### config.mk
export PLATFORM = sky130hd
export DESIGN_NAME = axi_fifo_burst_reader
export DESIGN_NICKNAME = d
export VERILOG_FILES = /design/src/rtl/axi_fifo_burst_reader.sv
export SDC_FILE = /design/constraint.sdc
export NUM_CORES = 1
export LEC_CHECK = 0
export ABC_AREA = 1
export CAP_MARGIN = 10
export CORE_UTILIZATION = 46
export CTS_CLUSTER_DIAMETER = 100
export DETAILED_ROUTE_END_ITERATION = 12
export PLACE_DENSITY = 0.77
export SLEW_MARGIN = 15
export SYNTH_ARGS = -nofsm -noshare
export SYNTH_HDL_FRONTEND = slang
export SYNTH_SLANG_ARGS = --single-unit
### constraint.sdc
create_clock -name clk -period 1.89 [get_ports clk]
set_clock_uncertainty 0.2 [all_clocks]
set_input_delay 0.189 -clock clk [delete_from_list [all_inputs] [get_ports clk]]
set_output_delay 0.189 -clock clk [all_outputs]
set_load 0.01 [all_outputs]
### src/rtl/axi_fifo_burst_reader.sv
// Drains a BRAM FIFO into tlast-framed bursts of BURST_LEN beats, with a
// timeout-driven short burst so that trailing data is not stranded.
module axi_fifo_burst_reader #(
    parameter int WIDTH     = 32,
    parameter int BURST_LEN = 16,
    parameter int TIMEOUT   = 1024,
    parameter int TMR_W     = 16
) (
    input  logic             clk,
    input  logic             reset,
    input  logic             clear,
    input  logic [WIDTH-1:0] i_tdata,
    input  logic             i_tvalid,
    output logic             i_tready,
    input  logic [15:0]      occupied,
    output logic [WIDTH-1:0] o_tdata,
    output logic             o_tvalid,
    output logic             o_tlast,
    input  logic             o_tready,
    output logic             busy,
    output logic [31:0]      burst_count,
    output logic [15:0]      flush_count
);

    localparam logic [0:0] ST_IDLE  = 1'b0;
    localparam logic [0:0] ST_BURST = 1'b1;

    localparam logic [15:0] BLEN = 16'(BURST_LEN);
    localparam bit FLUSH_EN = (TIMEOUT != 0);
    localparam logic [TMR_W-1:0] TMR_LAST =
        TMR_W'((TIMEOUT == 0) ? 0 : TIMEOUT - 1);

    logic [0:0]       state;
    logic [15:0]      beats_left;
    logic [TMR_W-1:0] timer;
    logic             int_ready;
    logic             accept;
    logic             last_out;

    assign int_ready = o_tready | ~o_tvalid;
    assign i_tready  = int_ready & (state == ST_BURST) & (beats_left != 16'd0);
    assign accept    = i_tvalid & i_tready;
    assign last_out  = o_tvalid & o_tready & o_tlast;
    assign busy      = (state == ST_BURST);

    always_ff @(posedge clk) begin
        if (reset | clear) begin
            o_tdata     <= '0;
            o_tvalid    <= 1'b0;
            o_tlast     <= 1'b0;
            state       <= ST_IDLE;
            beats_left  <= 16'd0;
            timer       <= '0;
            burst_count <= 32'd0;
            flush_count <= 16'd0;
        end else begin
            if (int_ready) begin
                o_tvalid <= accept;
                if (accept) begin
                    o_tdata <= i_tdata;
                    o_tlast <= (beats_left == 16'd1);
                end else begin
                    o_tlast <= 1'b0;
                end
            end

            case (state)
                ST_IDLE: begin
                    // Threshold is checked first so it wins over a same-cycle timeout
                    if (occupied >= BLEN) begin
                        beats_left <= BLEN;
                        state      <= ST_BURST;
                        timer      <= '0;
                    end else if (FLUSH_EN && occupied != 16'd0 &&
                                 timer == TMR_LAST) begin
                        beats_left  <= occupied;
                        state       <= ST_BURST;
                        timer       <= '0;
                        flush_count <= flush_count + 16'd1;
                    end else if (occupied != 16'd0) begin
                        timer <= timer + 1'b1;
                    end else begin
                        timer <= '0;
                    end
                end
                ST_BURST: begin
                    if (accept) begin
                        beats_left <= beats_left - 16'd1;
                    end
                    // Stay busy until the final beat has actually left the output register
                    if (last_out) begin
                        state       <= ST_IDLE;
                        burst_count <= burst_count + 32'd1;
                    end
                end
                default: begin
                    state <= ST_IDLE;
                end
            endcase
        end
    end

endmodule

# == Word level (Yosys, flattened, before mapping) ==
# Cells that the tools add are included.
# totals
output_inout_bits,84
reg_bits,115
inputBits,53
elab_cells,46
# op_classes
bitwise,10
n_lt_le_gt_ge,1
n_mux,12
n_addsub,4
n_eq_ne,4
reduce_logical,7
# ops
operator,count
16-bit 2-to-1 mux,6
"16-bit by 1-bit adder with 16-bit output, second input constant",2
"32-bit by 1-bit adder with 32-bit output, second input constant",1
16-bit case mux with 2 select lines,1
16-bit nonzero test,2
"16-bit by 1-bit == test with 1-bit output, second input constant",1
"16-bit by 10-bit == test with 1-bit output, second input constant",1
"16-bit by 5-bit >= comparator with 1-bit output, second input constant",1
"16-bit by 1-bit subtractor with 16-bit output, second input constant",1
2-bit AND reduction,3
1-bit bitwise AND,5
1-bit 2-to-1 mux,4
"3-bit inequality test, second input constant",1
1-bit NOT,3
3-bit AND reduction,1
"2-bit by 1-bit inequality test with 1-bit output, second input constant",1
1-bit OR,2
1-bit case mux with 2 select lines,1
1-bit logical AND,1

# == Logic depth before layout (Yosys ltp) ==
# logic_depth
depth_word,7
depth_mapped,12

# == Worst setup path before layout ==
# Ideal clock, no wire load.
# synth_path
path_kind,reg-to-reg
start,reg beats_left[0]
end,reg o_tdata[30]
arrival_time_ns,1.490
setup_slack_ns,0.057
setup_ns,0.143
path_stages_with_launch,11
cell_sequence,dfxtp_1 -> inv_1 -> ha_1 -> nand2_2 -> nor2_4 -> a21oi_4 -> nand2_4 -> buf_6 -> buf_6 -> nand2_1 -> a21oi_1
# synth_via
elab_chain_len,4
# synth_lines
item,line_no,source
start: declaration,34,logic [15:0] beats_left;
start signal: assignment,76,beats_left <= occupied;
start signal: assignment,88,beats_left <= beats_left - 16'd1;
16-bit nonzero test,41,assign i_tready = int_ready & (state == ST_BURST) & (beats_left != 16'd0);
1-bit bitwise AND,41,
1-bit bitwise AND,42,assign accept = i_tvalid & i_tready;
2-bit AND reduction (no source line),-,
end signal: assignment,60,o_tdata <= i_tdata;
end: declaration,16,"output logic [WIDTH-1:0] o_tdata,"
# Every way passes these cells.
# A chain may end at the register's enable or synchronous reset.

# == Worst setup path in the final report ==
# layout_path
start,reg beats_left[1]
end,reg beats_left[15]
# layout_via
elab_chain_len,5
# layout_lines
item
"parallel branches: the longest is 5 deep, another holds 16-bit by 1-bit subtractor with 16-bit output"
# Parallel ways; which one is timed is not known. The select of a mux whose other input is x is not followed.

==> metrics.log <==
[metrics] status: complete, no violations
[metrics] clock latency on the worst-skew pair: around 430 ps
[metrics] period utilisation layout: a little under 100%
[metrics] Hold Worst Slack: 131.5 ps
[metrics] cell area power density: 724.3 nW/um^2
[metrics] worst supply voltage drop on vdd: ~750 uV
[metrics] Initial DRT Pass Iterations: 6
[metrics] largest buffer count on any clock path: 2
[metrics] critical register-to-register path startpoint: beats_left[1]
[metrics] number of warnings reported in the yosys synthesis log: 0
[metrics] worst hold endpoint: o_tdata[19]
[metrics] via count of the first global-routing pass: between 5000 and 6000
[metrics] portion of synthesized cell area occupied by the leading cell type: between 30% and 40%
[metrics] total overflow reported by the global router: 0
[metrics] kind of start point of the critical path: flop
[metrics] count of endpoints failing hold in the final timing report: 0
[metrics] chip height: 115.2 um
[metrics] highest net fanout along the worst path: 5
[metrics] CTS sink cnt: 115
[metrics] initial cell density of the core: 48.06%
[metrics] antenna violations before repair: 0
[metrics] net total in the final layout: 1142
[metrics] top_reg_cell synth: sky130_fd_sc_hd__dfxtp_1
[metrics] library cell with the largest summed area after synthesis: sky130_fd_sc_hd__dfxtp_1
[metrics] pin count of the biggest net entering global routing: 34
[metrics] total routed wirelength: 18.16 mm
[metrics] Die Footprint: about 13000 sq um
[metrics] wire length of the first global-routing pass: 28.06 mm
[metrics] Die Wd: ~120 um
[metrics] clock-pin slew on the worst setup and hold paths: about 60 ps
[metrics] most common cell in the synthesized netlist: sky130_fd_sc_hd__nand2_1
[metrics] Boundary Pins: 137
[metrics] relative max-transition margin: 65.67%
[metrics] final cell utilization of the core: 73.70%
[metrics] fraction of final layout cells with drive strength greater than 1: 21.06%
[metrics] mean instance size in the synthesized netlist: 6.829 sq um
[metrics] part of the Yosys area used for sequential elements: 39.07%
[metrics] maximum level of the CTS H-tree: 4
[metrics] most area-consuming cells after synthesis: sky130_fd_sc_hd__dfxtp_1 39%, sky130_fd_sc_hd__nand2_1 12%, sky130_fd_sc_hd__nor2_1 8.1%
[metrics] Yosys cell types: 38
[metrics] Worst-Margin Slew: between 500 and 600 ps
[metrics] DRC violations left: 0
[metrics] total of flip-flops plus latches after synthesis: roughly 120
[metrics] total chip power: 6.546 mW
[metrics] RSZ-0062 raised after global routing: true
[metrics] CP arrival: 2040 ps
[metrics] area post-placement: 7929 sq um
[metrics] area delta synth->final: 53.35%
[metrics] cell depth of the worst hold path: 3
[metrics] Post-Synthesis Cells: 863
[metrics] reported leakage power: roughly 3.3 nW
[metrics] Iteration-0 DRC Markers: 521
[metrics] post-route standard cell area excluding fillers: between 9000 and 10000 sq um
[metrics] terminus of the critical flop-to-flop path: beats_left[15]
[metrics] EDFF count, synth: 0
[metrics] count of input and output buffers: 136
[metrics] wire per inst: 14.35 um
[metrics] Core Box Area: 12260 sq um
[metrics] max-cap violation count: 0
[metrics] final-layout fill cell count: 905
[metrics] site row count: 40
[metrics] CP required: slightly above 2000 ps
[metrics] TritonCTS buffer count: 17
[metrics] TritonCTS clock tree: built
[metrics] critical path class: flop to flop
[metrics] hold path startpoint: i_tdata[19]
[metrics] gpl congestion: 0.8555
[metrics] Min-Delay Path Class: input port to flop
[metrics] r2r setup slk: between 10 and 15 ps
[metrics] Fmax achieved: 532.0 MHz
[metrics] antenna diode count: 0
[metrics] leading cell types by count after synthesis: 193 x sky130_fd_sc_hd__nand2_1, 127 x sky130_fd_sc_hd__nor2_1, 115 x sky130_fd_sc_hd__dfxtp_1, 82 x sky130_fd_sc_hd__a21oi_1, 78 x sky130_fd_sc_hd__nand3_1
[metrics] path depth of the worst reg2reg path: 11
[metrics] number of vias per cell: 5.178
[metrics] Mapped Area: roughly 5900 sq um
[metrics] half-perimeter wire length after detailed placement: 11.90 mm
[metrics] setup violators final: 0
[metrics] global routing usage summed across all routing layers: 27.05%
[metrics] share of synthesized flip-flops with an asynchronous set or reset: 0%
[metrics] endpoint kind of the worst setup timing path: flop
[metrics] Net Count, Synth: 921
[metrics] number of vias after detailed routing: ~6600
[metrics] count of antenna-violating nets left after detailed routing: 0
[metrics] Max Slew Vio Count: 0
[metrics] clock root buffer master: sky130_fd_sc_hd__clkbuf_16
[metrics] min Tclk post-route: 1880 ps
==> placed cells by master, fill, tap and decap left out, drive strengths merged <==
master,n
a211oi,2
a21boi,1
a21oi,90
a31oi,2
buf,93
bufinv,4
clkbuf,21
clkdlybuf4s50,135
clkinv,3
clkinvlp,3
dfxtp,115
ha,5
inv,72
nand2,215
nand3,79
nand3b,4
nand4,17
nor2,141
nor3,37
nor3b,1
nor4,3
o21a,2
o21ai,33
o22ai,1
or2,1
xnor2,3
xor2,14
==> cell type report <==
cell class / count / area (sq um) / share of cell area, %
Tap cell: 168 / 210.2 / 2.326
Timing Repair Buffer: 229 / 2185 / 24.17
Clock buffer: 20 / 446.7 / 4.943
Sequential cell: 115 / 2323 / 25.71
Multi-Input combinational cell: 651 / 3428 / 37.93
Clock inverter: 12 / 178.9 / 1.980
Inverter: 70 / 265.3 / 2.935
==> per-stage QoR <==
step                      TNS, ps  worst slack [ps]  std cells
after floorplan                 0             57.30        863
after global placement     -12400            -183.5       1213
after global routing       -515.6            -52.35       1265
after detailed placement   -15390            -210.6       1213
after CTS                       0            0.9064       1257
final                           0             10.27       1265
==> state kept, by name (all words and copies together), names as in the netlist <==
register     count
o_tvalid         1
beats_left      16
flush_count     16
o_tdata         32
burst_count     32
o_tlast          1
busy             1
timer           16
==> worst max-delay path by stage <==
stage | startpoint | to | slack, ps | cells past startpoint
CTS | timer[0] | beats_left[12] | 0.9 | 11
global route | beats_left[1] | beats_left[10] | -50 | 12
finish | beats_left[1] | beats_left[15] | 10 | 11
floorplan | beats_left[0] | o_tdata[30] | 60 | 10
global placement | o_tready | i_tready | -180 | 6
detailed placement | o_tready | beats_left[5] | -210 | 10
==> layer usage <==
metal / GRT usage (%) / part of all wire [%]
met5: 0 / 0
met4: 9.524 / 2.1
met3: 8.224 / 7.0
met2: 44.02 / 49
met1: 33.90 / 42
==> what timing repair did <==
item | 4_1_cts | 5_1_grt
resized for setup | 13 | 76
cloned | 3 | 2
pin swaps | 9 | 16
buffers inserted | 9 | 6
hold buffers | 0 | 0
setup endpoints to repair | 33 | 93
hold endpoints to repair | 0 | 0
==> power breakdown <==
| group | leakage [nW] | internal [mW] | switching [mW] |
|---|---|---|---|
| Sequential | 0.936 | 2.45 | 0.0162 |
| Clock | 0.297 | 2.24 | 1.18 |
| Combinational | 2.08 | 0.314 | 0.344 |
==> cell families (layout without fill, tap and decap cells) <==
logic type	Yosys count	in the layout	share of synthesized area (%)
AOI/OAI and AO/OA	131	131	12.04
xor gates and xnor gates	17	17	2.527
adders and majority gates	5	5	1.062
buffers and inverters	101	331	7.494
DFF	115	115	39.07
and+or+nand+nor	494	498	37.81
==> critical path: stages, from the launching register on <==
cell	delay (ps)
sky130_fd_sc_hd__dfxtp_2	330
sky130_fd_sc_hd__inv_2	50
sky130_fd_sc_hd__ha_4	170
sky130_fd_sc_hd__nand2_4	70
sky130_fd_sc_hd__nor2_4	50
sky130_fd_sc_hd__a21oi_4	220
sky130_fd_sc_hd__buf_8	190
sky130_fd_sc_hd__nand2_8	90
sky130_fd_sc_hd__buf_12	160
sky130_fd_sc_hd__nand2_8	80
sky130_fd_sc_hd__nand2_4	50
sky130_fd_sc_hd__a21oi_2	130
No activity file was read; power rests on OpenSTA's default activity.
